File: config.mk
export PLATFORM = sky130hd
export DESIGN_NAME = ysyx22041405_id_ex_stage
export DESIGN_NICKNAME = d
export VERILOG_FILES = /design/src/rtl/ysyx22041405_id_ex_stage.sv
export SDC_FILE = /design/constraint.sdc
export NUM_CORES = 1
export LEC_CHECK = 0
export ABC_AREA = 0
export CAP_MARGIN = 20
export CORE_MARGIN = 2
export CORE_UTILIZATION = 30
export DETAILED_ROUTE_END_ITERATION = 8
export PLACE_DENSITY_LB_ADDON = 0.3
export SYNTH_ARGS = -nofsm -noshare
export SYNTH_HDL_FRONTEND = slang
export SYNTH_SLANG_ARGS = --single-unit
export TNS_END_PERCENT = 30
File: constraint.sdc
create_clock -name clk -period 2.15 [get_ports clk]
set_clock_uncertainty 0.05 [all_clocks]
set_input_delay 0.215 -clock clk [delete_from_list [all_inputs] [get_ports clk]]
set_output_delay 0.215 -clock clk [all_outputs]
set_load 0.01 [all_outputs]
File: src/rtl/ysyx22041405_id_ex_stage.sv
// ID->EX pipeline register with valid/ready handshake and flush.
// Define YSYX22041405_IDEX_SKID_EN for a main+skid buffer with a registered id_ready.
module ysyx22041405_id_ex_stage #(
  parameter int unsigned WIDTH = 32
) (
  input  logic                   clk,
  input  logic                   rst,
  input  logic                   id_valid,
  output logic                   id_ready,
  input  logic [WIDTH-1:0]       id_imm,
  input  logic [WIDTH-1:0]       id_rf_rdata1,
  input  logic [WIDTH-1:0]       id_rf_rdata2,
  input  logic [WIDTH-1:0]       id_pc,
  input  logic [WIDTH-1:0]       id_inst,
  input  logic [4:0]             id_rf_waddr,
  input  logic [13:0]            id_alu_Ctrl,
  input  logic [5:0]             id_flags,
  input  logic                   flush,
  output logic                   ex_valid,
  input  logic                   ex_ready,
  output logic [5*WIDTH+24:0]    ID_EX_message
);

  localparam int unsigned MSG_W = 5 * WIDTH + 25;

  logic [MSG_W-1:0] in_msg;
  logic             accept;
  logic             complete;
  logic             main_vld_q, main_vld_d;
  logic [MSG_W-1:0] main_q, main_d;

  // ctrl (alu one-hot, flags) on top, data fields below
  assign in_msg   = {id_alu_Ctrl, id_flags, id_imm, id_rf_rdata1, id_rf_rdata2,
                     id_rf_waddr, id_pc, id_inst};
  assign accept   = id_valid & id_ready;
  assign complete = main_vld_q & ex_ready;

  // Held payload is zeroed whenever it is invalid, so the output needs no gating
  assign ex_valid      = main_vld_q;
  assign ID_EX_message = main_q;

`ifdef YSYX22041405_IDEX_SKID_EN
  logic             skid_vld_q, skid_vld_d;
  logic [MSG_W-1:0] skid_q, skid_d;

  assign id_ready = ~skid_vld_q & ~rst;

  always_comb begin
    main_vld_d = main_vld_q;
    main_d     = main_q;
    skid_vld_d = skid_vld_q;
    skid_d     = skid_q;
    if (flush) begin
      main_vld_d = 1'b0;
      main_d     = '0;
      skid_vld_d = 1'b0;
      skid_d     = '0;
    end else if (complete) begin
      if (skid_vld_q) begin
        main_vld_d = 1'b1;
        main_d     = skid_q;
        skid_vld_d = 1'b0;
        skid_d     = '0;
      end else if (accept) begin
        main_vld_d = 1'b1;
        main_d     = in_msg;
      end else begin
        main_vld_d = 1'b0;
        main_d     = '0;
      end
    end else if (accept) begin
      // Main still occupied by a stalled message: park the new one in skid
      if (!main_vld_q) begin
        main_vld_d = 1'b1;
        main_d     = in_msg;
      end else begin
        skid_vld_d = 1'b1;
        skid_d     = in_msg;
      end
    end
  end

  always_ff @(posedge clk) begin
    if (rst) begin
      main_vld_q <= 1'b0;
      main_q     <= '0;
      skid_vld_q <= 1'b0;
      skid_q     <= '0;
    end else begin
      main_vld_q <= main_vld_d;
      main_q     <= main_d;
      skid_vld_q <= skid_vld_d;
      skid_q     <= skid_d;
    end
  end
`else
  assign id_ready = ~rst & (~main_vld_q | ex_ready);

  always_comb begin
    main_vld_d = main_vld_q;
    main_d     = main_q;
    if (flush) begin
      main_vld_d = 1'b0;
      main_d     = '0;
    end else if (accept) begin
      main_vld_d = 1'b1;
      main_d     = in_msg;
    end else if (complete) begin
      main_vld_d = 1'b0;
      main_d     = '0;
    end
  end

  always_ff @(posedge clk) begin
    if (rst) begin
      main_vld_q <= 1'b0;
      main_q     <= '0;
    end else begin
      main_vld_q <= main_vld_d;
      main_q     <= main_d;
    end
  end
`endif

endmodule

==> summary.txt, run 1 <==
Final slew viol count -> 0
Post-synth top area share -> 0.514
I/O pin cnt -> 377
Total Routing Usage GR -> 0.199
Vias per std cell -> 5.05
Cell area after synthesis -> 7250 µm²
Number of cell rows -> 56
Congestion Overflow GR -> 0
Peak VDD IR -> 0.381 mV
Class of the worst hold path -> in2reg
Synthesized area per cell -> 8.50 µm²
IO Port Bufs -> 376
Die ar. -> 25,400 µm²
Timing-limited maximum frequency -> 0.523 GHz
Final estimated routing congestion in global placement -> 0.855
Max capacitance violation total -> 0
Number of global-route vias before repair -> 7,304
Power per cell area -> 657 nW/µm²
Most used DFF post-synth -> sky130_fd_sc_hd__dfxtp_1
Unrepaired setup endpoints after global routing -> no
Pre-CTS setup slack -> 0.248 ns
Post-synthesis cell count -> 853
Number of nets produced by synthesis -> 1,043
Count of hold-fix buffers inserted at cts -> 0
Chip width -> 159 µm
Worst Setup Start Kind -> flip-flop
Clock Path Buffers -> 2
Max Fanout on Critical Path -> 4
Largest net degree at the start of global routing -> 108
Ratio of cells with drive above 1 in the final layout -> 0.0686
Routed wire per std cell -> 17.6 µm
FILL cells -> 2,313
Sort of element at the end of the critical path -> output pin
Antenna Cells -> 0
Number of setup buffers added after CTS -> 0
Post-route DRC -> 0
Inserted Clock Buffers -> 17
H-tree levels -> 4
Leakage component of the power -> 3.89 nW
Most frequent cells after synthesis -> 350 x sky130_fd_sc_hd__nand3_1, 186 x sky130_fd_sc_hd__a21oi_1, 186 x sky130_fd_sc_hd__dfxtp_1, 63 x sky130_fd_sc_hd__buf_2, 21 x sky130_fd_sc_hd__clkbuf_1
Hold path startpoint -> id_inst[1]
Setup WS post-layout -> 0.239 ns
Wire length of the first global-routing pass -> 40,900 µm
Class of the most critical setup path -> reg2out
Library cell used as clock root buffer -> sky130_fd_sc_hd__clkbuf_16
Ratio of final minimum period to clock period -> 0.889
Number of nets with antenna violations after detailed routing -> 0
Worst Setup SP -> ex_valid$_SDFFE_PP0P_
Yosys warning total -> 0
Number of nets in the layout -> 1,359
Number of flops mapped to enable cells by yosys -> 0
Run status -> completed
Die H -> 159 µm
Total iterations of the first detailed-routing run -> 4
Initial core utilization -> 0.307
Worst-Margin Slew -> 0.563 ns
Total number of vias -> 7,577
Critical path data arrival time -> 1.65 ns
Hold violation count in the final report -> 0
Number of register bits inferred by synthesis -> 186
Final setup violation count -> 0
Clock Sink Count -> 186
Post-route minimum period -> 1.91 ns
CTS tree -> done
Count leader, synth -> sky130_fd_sc_hd__nand3_1
Floorplan core area -> 23,600 µm²
Top area cells in the synthesized netlist -> sky130_fd_sc_hd__dfxtp_1 51%, sky130_fd_sc_hd__nand3_1 24%, sky130_fd_sc_hd__a21oi_1 13%
Register clock-pin slew on the reported worst setup and hold paths -> 0.08 ns
Worst relative slew slack -> 0.625
Antenna violations before repair -> 0
Number of gates resized after cts -> 0
Setup Total Neg Slack -> 0 ns
FF-to-FF Start -> ex_valid$_SDFFE_PP0P_
Required @ worst endpoint -> 1.88 ns
Unique cell type count in the Yosys netlist -> 14
Dominant cell type by area after synthesis -> sky130_fd_sc_hd__dfxtp_1
Skew-Pair Late Insertion Delay -> 0.42 ns
Number of violations reported at the end of detailed-routing iteration 0 -> 604
Overall routed net length -> 26,300 µm
Post-DP HPWL -> 17,400 µm
Synth-to-layout area growth -> 62.7%
Share of flip-flops with an asynchronous set or reset after synthesis -> 0
Portion of the post-synthesis area used by sequential elements -> 0.514
[metrics by stage]
stage,util,area [µm²],power (mW),hold WS (ns),std cells
6_report,0.500,11800,7.75,0.288,1500
5_1_grt,0.500,11800,8.10,0.267,1500
4_1_cts,0.500,11800,7.87,0.269,1500
3_5_place_dp,0.474,11200,4.64,0.403,1469
3_3_place_gp,0.474,11200,4.63,0.399,1469
2_1_floorplan,-,7250,4.03,0.312,853
[final cells by class]
class                           count  area (µm²)  share of cell area
Clock buffer                       18         439              0.0372
Clock inverter                     13         155              0.0132
Multi-Input combinational cell    563        2950               0.250
Sequential cell                   186        3720               0.316
Tap cell                          319         399              0.0338
Timing Repair Buffer              401        4130               0.350
[flip-flops by register name (all words and copies together), names as in the netlist]
register / count
ID_EX_message: 185
ex_valid: 1
[final timing paths]
path,end,slack (ns),depth (start not counted)
worst max-delay path,id_ready,0.24,3
worst max register to register,ID_EX_message[86]$_SDFFE_PP0P_,0.49,4
worst min-delay path,ID_EX_message[1]$_SDFFE_PP0P_,0.29,3
worst min register to register,ID_EX_message[35]$_SDFFE_PP0P_,0.41,2
[cell families after synthesis]
family,share of synthesized area
flip-flops,0.514
buffers and inverters,0.0829
AO/OA/AOI/OAI,0.128
AND/OR/NAND/NOR,0.275
[layout by cell type (no fill, tap or decap)]
| cell | count |
|---|---|
| sky130_fd_sc_hd__a21oi_1 | 186 |
| sky130_fd_sc_hd__buf_12 | 14 |
| sky130_fd_sc_hd__buf_4 | 11 |
| sky130_fd_sc_hd__bufinv_16 | 1 |
| sky130_fd_sc_hd__clkbuf_16 | 17 |
| sky130_fd_sc_hd__clkbuf_8 | 1 |
| sky130_fd_sc_hd__clkdlybuf4s50_1 | 376 |
| sky130_fd_sc_hd__clkinv_4 | 4 |
| sky130_fd_sc_hd__clkinv_8 | 2 |
| sky130_fd_sc_hd__dfxtp_1 | 186 |
| sky130_fd_sc_hd__inv_6 | 4 |
| sky130_fd_sc_hd__inv_8 | 2 |
| sky130_fd_sc_hd__nand2_1 | 1 |
| sky130_fd_sc_hd__nand2_4 | 1 |
| sky130_fd_sc_hd__nand2b_4 | 1 |
| sky130_fd_sc_hd__nand3_1 | 350 |
| sky130_fd_sc_hd__nand3_2 | 20 |
| sky130_fd_sc_hd__nor2b_1 | 1 |
| sky130_fd_sc_hd__nor2b_4 | 1 |
| sky130_fd_sc_hd__or2_4 | 1 |
| sky130_fd_sc_hd__or3b_4 | 1 |
[critical path, cell delays in order, from the launching register on]
cell and delay (ns):
sky130_fd_sc_hd__dfxtp_1 0.49, sky130_fd_sc_hd__nand2b_4 0.12, sky130_fd_sc_hd__nor2b_1 0.14, sky130_fd_sc_hd__clkdlybuf4s50_1 0.48
[report_power, final]
part	internal, mW	switching (mW)
registers	3.52	0.0399
clock network	1.68	1.51
logic	0.561	0.434
[per-layer routing]
| metal | global-route usage | share of wire |
|---|---|---|
| met4 | 0.0616 | 0.017 |
| met1 | 0.248 | 0.43 |
| met3 | 0.0615 | 0.071 |
| met5 | 0 | 0 |
| met2 | 0.331 | 0.48 |
No activity file was read; power rests on OpenSTA's default activity.
==> inputs of run 2 (changes only) <==
Settings changed: CAP_MARGIN 20 to not set.
==> results of run 2 <==
No change in the layout: final DEF, timing and power equal those of run 1.
